$ cat src/rtl/lpc_synth_if.sv
// Signal bundle between the LPC synthesis stage and its frame/sample source and DAC sink.
interface lpc_synth_if;
  logic signed [15:0] A1, A2, A3, A4, A5, A6, A7, A8, A9, A10;
  logic               voiced;
  logic        [15:0] freq_count;
  logic signed [15:0] gain;
  logic               load;
  logic               v;
  logic signed [15:0] y;
  logic               vout;
  logic               busy;

  modport slave (
    input  A1, A2, A3, A4, A5, A6, A7, A8, A9, A10,
    input  voiced, freq_count, gain, load, v,
    output y, vout, busy
  );

  modport master (
    output A1, A2, A3, A4, A5, A6, A7, A8, A9, A10,
    output voiced, freq_count, gain, load, v,
    input  y, vout, busy
  );
endinterface

$ cat src/rtl/lpc_synth.sv
// LPC synthesis: pulse/noise excitation into a 10th-order all-pole IIR, one shared multiplier, 13 cycles per sample.
// Output saturation is enabled by defining LPC_SYNTH_SAT_EN; otherwise the result wraps to 16 bits.
module lpc_synth #(
  parameter int FRAC = 12
) (
  input  logic        clk,
  input  logic        rst,
  lpc_synth_if.slave  bus
);
  localparam int ORDER = 10;

  typedef enum logic [1:0] {IDLE, EXC, MAC, OUT} state_t;

  state_t             state;
  logic signed [15:0] in_a   [ORDER];
  logic signed [15:0] sh_a   [ORDER];
  logic signed [15:0] act_a  [ORDER];
  logic signed [15:0] hist   [ORDER];
  logic               sh_voiced, act_voiced;
  logic        [15:0] sh_freq, act_freq;
  logic signed [15:0] sh_gain, act_gain;
  logic signed [39:0] acc;
  logic        [3:0]  tap;
  logic        [15:0] pc;
  logic        [15:0] lfsr;
  logic               prev_voiced;
  logic signed [15:0] y_q;
  logic               vout_q;
  logic               busy_q;

  logic               voiced_eff;
  logic               pulse_now;
  logic signed [15:0] e;
  logic signed [39:0] e_ext;
  logic signed [31:0] prod;
  logic               lfsr_fb;
  logic signed [15:0] y_next;

  always_comb begin
    in_a[0] = bus.A1;
    in_a[1] = bus.A2;
    in_a[2] = bus.A3;
    in_a[3] = bus.A4;
    in_a[4] = bus.A5;
    in_a[5] = bus.A6;
    in_a[6] = bus.A7;
    in_a[7] = bus.A8;
    in_a[8] = bus.A9;
    in_a[9] = bus.A10;
  end

  // Voiced excitation needs a usable pitch period; anything shorter falls back to noise.
  always_comb begin
    voiced_eff = act_voiced && (act_freq >= 16'd2);
    pulse_now  = !prev_voiced || (pc == 16'd0);
    lfsr_fb    = lfsr[15] ^ lfsr[13] ^ lfsr[12] ^ lfsr[10];
    e          = '0;
    if (voiced_eff) begin
      if (pulse_now) e = act_gain;
    end else begin
      e = lfsr[0] ? act_gain : -act_gain;
    end
    e_ext = 40'(e);
    prod  = 32'(act_a[tap]) * 32'(hist[tap]);
  end

`ifdef LPC_SYNTH_SAT_EN
  logic signed [39:0] r;
  always_comb begin
    r = acc >>> FRAC;
    if (r > 40'sd32767)       y_next = 16'sh7FFF;
    else if (r < -40'sd32768) y_next = 16'sh8000;
    else                      y_next = r[15:0];
  end
`else
  always_comb begin
    y_next = 16'(acc >>> FRAC);
  end
`endif

  always_ff @(posedge clk) begin
    if (rst) begin
      state       <= IDLE;
      acc         <= '0;
      tap         <= '0;
      pc          <= '0;
      lfsr        <= 16'hACE1;
      prev_voiced <= 1'b0;
      sh_voiced   <= 1'b0;
      sh_freq     <= '0;
      sh_gain     <= '0;
      act_voiced  <= 1'b0;
      act_freq    <= '0;
      act_gain    <= '0;
      y_q         <= '0;
      vout_q      <= 1'b0;
      busy_q      <= 1'b0;
      for (int i = 0; i < ORDER; i++) begin
        sh_a[i]  <= '0;
        act_a[i] <= '0;
        hist[i]  <= '0;
      end
    end else begin
      vout_q <= 1'b0;
      if (bus.load) begin
        sh_a      <= in_a;
        sh_voiced <= bus.voiced;
        sh_freq   <= bus.freq_count;
        sh_gain   <= bus.gain;
      end
      case (state)
        IDLE: begin
          if (bus.v) begin
            // A load arriving with the request bypasses the shadow bank.
            if (bus.load) begin
              act_a      <= in_a;
              act_voiced <= bus.voiced;
              act_freq   <= bus.freq_count;
              act_gain   <= bus.gain;
            end else begin
              act_a      <= sh_a;
              act_voiced <= sh_voiced;
              act_freq   <= sh_freq;
              act_gain   <= sh_gain;
            end
            busy_q <= 1'b1;
            state  <= EXC;
          end
        end
        EXC: begin
          acc <= e_ext <<< FRAC;
          if (voiced_eff) begin
            pc <= pulse_now ? (act_freq - 16'd1) : (pc - 16'd1);
          end else begin
            lfsr <= {lfsr[14:0], lfsr_fb};
          end
          prev_voiced <= voiced_eff;
          tap         <= '0;
          state       <= MAC;
        end
        MAC: begin
          acc <= acc - 40'(prod);
          tap <= tap + 4'd1;
          if (tap == 4'(ORDER - 1)) state <= OUT;
        end
        OUT: begin
          y_q     <= y_next;
          hist[0] <= y_next;
          for (int i = 1; i < ORDER; i++) hist[i] <= hist[i-1];
          vout_q  <= 1'b1;
          busy_q  <= 1'b0;
          state   <= IDLE;
        end
        default: state <= IDLE;
      endcase
    end
  end

  assign bus.y    = y_q;
  assign bus.vout = vout_q;
  assign bus.busy = busy_q;
endmodule

$ cat src/flat_wrapper.sv
// flat-port wrapper written by rule: the top's interface ports become plain ports
module lpc_synth_flat 
#(
  parameter int FRAC = 12
)
  (clk, rst, bus_A1, bus_A2, bus_A3, bus_A4, bus_A5, bus_A6, bus_A7, bus_A8, bus_A9, bus_A10, bus_voiced, bus_freq_count, bus_gain, bus_load, bus_v, bus_y, bus_vout, bus_busy);
  lpc_synth_if bus_i ();
  input  logic clk;
  input  logic rst;
  input wire logic [$bits(bus_i.A1)-1:0] bus_A1;
  input wire logic [$bits(bus_i.A2)-1:0] bus_A2;
  input wire logic [$bits(bus_i.A3)-1:0] bus_A3;
  input wire logic [$bits(bus_i.A4)-1:0] bus_A4;
  input wire logic [$bits(bus_i.A5)-1:0] bus_A5;
  input wire logic [$bits(bus_i.A6)-1:0] bus_A6;
  input wire logic [$bits(bus_i.A7)-1:0] bus_A7;
  input wire logic [$bits(bus_i.A8)-1:0] bus_A8;
  input wire logic [$bits(bus_i.A9)-1:0] bus_A9;
  input wire logic [$bits(bus_i.A10)-1:0] bus_A10;
  input wire logic [$bits(bus_i.voiced)-1:0] bus_voiced;
  input wire logic [$bits(bus_i.freq_count)-1:0] bus_freq_count;
  input wire logic [$bits(bus_i.gain)-1:0] bus_gain;
  input wire logic [$bits(bus_i.load)-1:0] bus_load;
  input wire logic [$bits(bus_i.v)-1:0] bus_v;
  output wire logic [$bits(bus_i.y)-1:0] bus_y;
  output wire logic [$bits(bus_i.vout)-1:0] bus_vout;
  output wire logic [$bits(bus_i.busy)-1:0] bus_busy;
  assign bus_i.A1 = bus_A1;
  assign bus_i.A2 = bus_A2;
  assign bus_i.A3 = bus_A3;
  assign bus_i.A4 = bus_A4;
  assign bus_i.A5 = bus_A5;
  assign bus_i.A6 = bus_A6;
  assign bus_i.A7 = bus_A7;
  assign bus_i.A8 = bus_A8;
  assign bus_i.A9 = bus_A9;
  assign bus_i.A10 = bus_A10;
  assign bus_i.voiced = bus_voiced;
  assign bus_i.freq_count = bus_freq_count;
  assign bus_i.gain = bus_gain;
  assign bus_i.load = bus_load;
  assign bus_i.v = bus_v;
  assign bus_y = bus_i.y;
  assign bus_vout = bus_i.vout;
  assign bus_busy = bus_i.busy;
  lpc_synth #(.FRAC(FRAC)) u_core (.clk(clk), .rst(rst), .bus(bus_i));
endmodule
$ cat config.mk
export PLATFORM = sky130hd
export DESIGN_NAME = lpc_synth_flat
export DESIGN_NICKNAME = d
export VERILOG_FILES = /design/src/rtl/lpc_synth_if.sv /design/src/rtl/lpc_synth.sv /design/src/flat_wrapper.sv
export SDC_FILE = /design/constraint.sdc
export NUM_CORES = 2
export LEC_CHECK = 0
export BUFFER_PORTS_ARGS = -buffer_cell sky130_fd_sc_hd__buf_4
export CORE_ASPECT_RATIO = 0.7
export CORE_MARGIN = 1
export CORE_UTILIZATION = 45
export DETAILED_ROUTE_END_ITERATION = 6
export PLACE_DENSITY = 0.65
export RECOVER_POWER = 100
export SLEW_MARGIN = 10
export SYNTH_ARGS = -nofsm -noshare
export SYNTH_HDL_FRONTEND = slang
export SYNTH_SLANG_ARGS = --single-unit
$ cat constraint.sdc
create_clock -name clk -period 8.1 [get_ports clk]
set_input_delay 0 -clock clk [delete_from_list [all_inputs] [get_ports clk]]
set_output_delay 0 -clock clk [all_outputs]
set_load 0.02 [all_outputs]
[After elaboration in Yosys (flattened, before gate mapping)]
Memory sizes are Yosys's and may differ from the RTL's. A register that Yosys moved wholly into a read port is not among the register bits.
Cells that the tools add are included.
Storage, ports and cells
  bits of input ports: 197
  RAM bits: 160
  output and inout bits: 18
  memories: 1
  flip-flop bits (word level): 483
Memories
  u_core.hist: words 10, width 16, rd ports 10, clocked after Yosys merged registers in 1, write ports 10, line lpc_synth.sv:18  | logic signed [15:0] hist [ORDER];
Operators by class
  reduce and logical (&&, ||, !) cells: 12
  order comparisons: 2
  eq/ne operators: 6
  $add $sub $neg: 5
  bitwise logic cells: 15
  multipliers: 1
  multiplexer cells: 35
Operators by type and width (count)
  $mux 16: 18
  $mux 160: 1
  $pmux 40 s2: 1
  $bmux 16 s4: 1
  $sub 40x32->40: 1
  $mul 16x16->32: 1
  $sub 16x1->16 const B: 2
  $ge 16x2->1 const B: 1
  $logic_not 16->1: 1
  $neg 16->16: 1
  $or 1x1->1: 10
  $reduce_and 2->1: 5
  $mux 4: 2
  $pmux 2 s4: 1
  $pmux 4 s2: 1
  $mux 1: 7
  $ge 5x5->1 const B: 1
  $not 4->5: 1
  $add 4x1->4 const B: 1
  $eq 2x2->1 const B: 2
  $eq 4x4->1 const B: 1
  $mux 2: 2
  $reduce_bool 2->1: 2
  $xor 1x1->1: 3
  other kinds (9): 9

[Depth between registers and ports, before layout]
  word-level depth: 7
  mapped depth: 32

[Worst setup path after synthesis]
No wires, ideal clock.
  path kind: flip-flop to flip-flop
  start: reg with a tool-made name
  end: reg u_core.acc[24]
  data arrival time: 7.777 ns
  path buffers: 4
  setup slack: 0.179 ns
  library setup time: 0.144 ns
  required time: 7.956 ns
  stages on the path, launching flop included: 29
  clock period less this slack: 7.921 ns
  path through: dfxtp_1 buf_4 buf_2 buf_2 mux4_2 mux2_2 o21ai_1 clkbuf_1 nor2_1 fa_1 fa_1 fa_1 inv_1 fa_1 fa_1 inv_1 fa_1 inv_1 ha_1 a21oi_1 o21ai_0 a31o_2 a21o_1 a221o_1 o221ai_1 a21oi_1 or2_2 nand3_1 a221oi_1
RTL lines
  end signal, assigned: line lpc_synth.sv:131  | acc <= e_ext <<< FRAC;
  end signal, assigned: line lpc_synth.sv:142  | acc <= acc - 40'(prod);
  end, declared: line lpc_synth.sv:22  | logic signed [39:0] acc;

[Worst setup path after layout]
  start: reg u_core.tap[0]
  end: reg u_core.acc[26]
On the way
  cells in the longest elaborated chain, start to end: 7
RTL lines
  start, declared: line lpc_synth.sv:23  | logic [3:0] tap;
  start signal, assigned: line lpc_synth.sv:143  | tap <= tap + 4'd1;
  $not 4->5 (not written as such): line lpc_synth.sv:64  | prod = 32'(act_a[tap]) * 32'(hist[tap]);
  $bmux 16 s4: line lpc_synth.sv:64
  $mux 16 (not written as such) (2 in series): line lpc_synth.sv:64
  $mul 16x16->32: line lpc_synth.sv:64
  $sub 40x32->40: line lpc_synth.sv:142
  $pmux 40 s2: line lpc_synth.sv:111  | case (state)
Every way passes these cells. The select of a mux whose other input is x is not followed.
A chain may end at the register's enable or synchronous reset.

==> impl_metrics.ini <==
[run_status]
status = complete, but fails checks
violations = negative hold slack, max-capacitance violations, max-slew violations

[die]
io_pins = 215
dieArea_um2 = 80380
start_util = 0.4593
die_h_um = 237.5
core_um2 = 77640
fp-row-count = 85
dieWidth_um = 338.4

[min_path]
whs_path_depth = 3
min_from = bus_load
min_to = u_core.sh_freq[2]$_SDFF_PP0_
worstHoldPathType = in2reg

[cells_and_area]
finalNetCount = 4482
drive_above_1_share = 0.1191
final_cell_mix = nor2_1, dfxtp_1, inv_1
area_growth_pct = 20.99
final_common_cell = nor2_1

[setup_path]
timing.rr.start = u_core.tap[0]$_SDFFE_PP0N_
required_ns = 8.59
cp.arrival_ns = 8.22
critical_path.top_delay_family = adder cells
reg2reg_depth = 26
reg2reg_slack_ns = 0.37
worstSetupPathType = reg2reg
cp-start-kind = flip-flop
worst_path_most_repeated_cell = fa_1
end_kind = flip-flop
crit_buf_inv = 5
r2r-end = u_core.acc[26]$_SDFFE_PP0N_
cp_slowest_cell = mux4_2
max_stage_delay_ns = 0.61
path_max_fanout = 13

[timing]
relSlewSlack = -2.141
setup_tns_ns = 0
slew_violations = 881
setup_viol = 0
hold_viol_final = 2
period_share = 0.9542
max_freq_ghz = 0.1294
final_period_minus_worst_setup_slack_ns = 7.729
rsz0062_at_grt = no
whs_ns = -0.02450
skew_ns = 0.03266
tightest_slew_ns = 4.711

[routing]
antenna_left = 0
drc = 0
first_pass_iters = 7
totalWireLength_um = 100000
post_drt_wl_per_cell_um = 19.90
drtIter0Drc = 2217
vias = 26640
via_per_inst = 5.300

[clocking]
cts_tree = done
clkLatencyLatePin_ns = 0.65
clkTransAtPathRegs_ns = 0.07
cts_sinks = 635
htree_levels = 2
cts_buffer_depth = 3
cts_buffers = 59
cts_root_buf = clkbuf_16

[global_route]
grt_use_total = 0.2488
antenna_found_initial = 3
grt_pass1_wl_um = 155100
grt_max_degree = 253
grt_pass1_vias = 26070
grt_overflow = 0

[yosys]
syn-instance-count = 3509
yosysSeqAreaShare = 0.4014
syn_area_um2 = 35660
syn_nets = 4057
synth.avg_cell_area_um2 = 10.16
synth-seq-cells = 635
yosys_warnings = 0
synth.distinct_cells = 71
synth_edf_count = 160
synth_ff_type = dfxtp_1
synth-async-reset-ratio = 0

[job]
timing.max_cap.violations = 8

[place]
port_buffers = 214
dp_hpwl_um = 70970
gp_congestion = 0.9232
[layout make-up]
| cell class | instances | area (um2) |
|---|---|---|
| Clock buffer | 88 | 1747 |
| Fill cell | 6640 | 34490 |
| Multi-Input combinational cell | 2301 | 19150 |
| Inverter | 359 | 1349 |
| Tap cell | 1044 | 1306 |
| Antenna cell | 1 | 2.502 |
| Timing Repair Buffer | 578 | 5037 |
| Sequential cell | 635 | 14320 |
| Clock inverter | 20 | 224.0 |
[worst reg2reg max path, delay by kind of cell, from the launching register on]
family                   cells  cell delay [ns]
AND/OR/NAND/NOR              2             0.35
buffers and inverters        5             0.50
adder cells (fa/ha/maj)      7             2.96
multiplexers                 2             0.96
AO/OA/AOI/OAI               10             2.28
flip-flops                   1             0.53
[logic make-up (layout without fill, tap and decap cells)]
| kind of cell | count (synthesis) | after routing | share of synthesized area |
|---|---|---|---|
| buffers and inverters | 573 | 1045 | 0.06130 |
| and+or+nand+nor | 1094 | 1094 | 0.1383 |
| AOI/OAI and AO/OA | 474 | 474 | 0.09338 |
| DFF | 635 | 635 | 0.4014 |
| adders and majority gates | 351 | 351 | 0.1775 |
| other | 0 | 1 | 0 |
| muxes | 327 | 327 | 0.1146 |
| xor gates and xnor gates | 55 | 55 | 0.01351 |
[cell usage after synthesis, types with 3 or more instances]
library cell	number	area, um2
o2111ai_1	7	61.31
inv_1	359	1348
nor4_1	8	50.05
mux2_2	11	123.9
a211oi_1	209	1569
edfxtp_1	160	4805
a22oi_1	7	52.55
nand2b_1	29	181.4
a41oi_1	3	26.28
fa_1	258	5165
a221oi_1	3	26.28
nand3_1	9	45.04
or2_2	12	75.07
ha_1	93	1164
nor2_1	573	2151
xor2_1	16	140.1
xnor2_1	39	341.6
o22ai_1	16	100.1
dfxtp_1	475	9509
nand2_1	188	705.7
buf_1	30	112.6
a21o_1	25	187.7
o21a_1	11	82.58
a21oi_1	79	395.4
mux4_2	64	1441
a211o_1	4	35.03
o21ai_0	37	185.2
and2_1	183	1145
mux2i_1	252	2522
o21ai_1	11	55.05
nor3_1	28	140.1
nand3b_1	11	82.58
nor2b_1	34	212.7
a311oi_1	7	61.31
a31oi_1	5	31.28
buf_2	13	65.06
o22a_1	12	105.1
o31a_1	3	26.28
or3_1	6	37.54
o211ai_1	11	82.58
clkbuf_1	168	630.6
[state kept, by name (all words and copies together) (netlist names), 28 cells and up, named ones only]
name / flops
u_core.hist: 160
u_core.act_a: 160
u_core.acc: 28
u_core.sh_a: 160
[what timing repair did]
action	in CTS	in global routing
resized for setup	0	2
buffers inserted	0	1
hold endpoints to repair	402	0
setup endpoints to repair	0	1
hold buffers	282	0
[worst max-delay path by stage]
| stage | slack, ns | cells after the start | end | from |
|---|---|---|---|---|
| after CTS | 0.47 | 26 | u_core.acc[26]$_SDFFE_PP0N_ | u_core.tap[0]$_SDFFE_PP0N_ |
| after floorplan | 0.18 | 28 | u_core.acc[24]$_SDFFE_PP0N_ | flip-flop |
| after detailed placement | 0.53 | 26 | u_core.acc[26]$_SDFFE_PP0N_ | u_core.tap[0]$_SDFFE_PP0N_ |
| after global placement | 0.54 | 26 | u_core.acc[26]$_SDFFE_PP0N_ | flip-flop |
| after global routing | 0.05 | 26 | u_core.acc[26]$_SDFFE_PP0N_ | flip-flop |
| final | 0.37 | 26 | u_core.acc[26]$_SDFFE_PP0N_ | u_core.tap[0]$_SDFFE_PP0N_ |
[routing by layer]
metal,vias up,track usage,part of all wire
met1,13070,0.3742,0.48
met5,-,0,0
met3,102,0.08205,0.10
li1,12570,-,-
met2,898,0.3445,0.40
met4,0,0.04936,0.017
[through the flow]
| stage | instance area, um2 | util | worst slack (ns) | hold WS [ns] | cells |
|---|---|---|---|---|---|
| 2_1_floorplan | 35660 | - | 0.1792 | 0.1673 | 3509 |
| 3_3_place_gp | 38460 | 0.4953 | 0.5352 | 0.2676 | 4634 |
| 3_5_place_dp | 38460 | 0.4953 | 0.5288 | 0.2735 | 4634 |
| 4_1_cts | 43250 | 0.5571 | 0.4654 | 0.001500 | 5024 |
| 5_1_grt | 43140 | 0.5557 | 0.05037 | 0.02551 | 5026 |
| 6_report | 43140 | 0.5557 | 0.3707 | -0.02450 | 5026 |
Power is not shown: default switching activity piles up to over one toggle a cycle in this logic, so the estimate is an artifact.
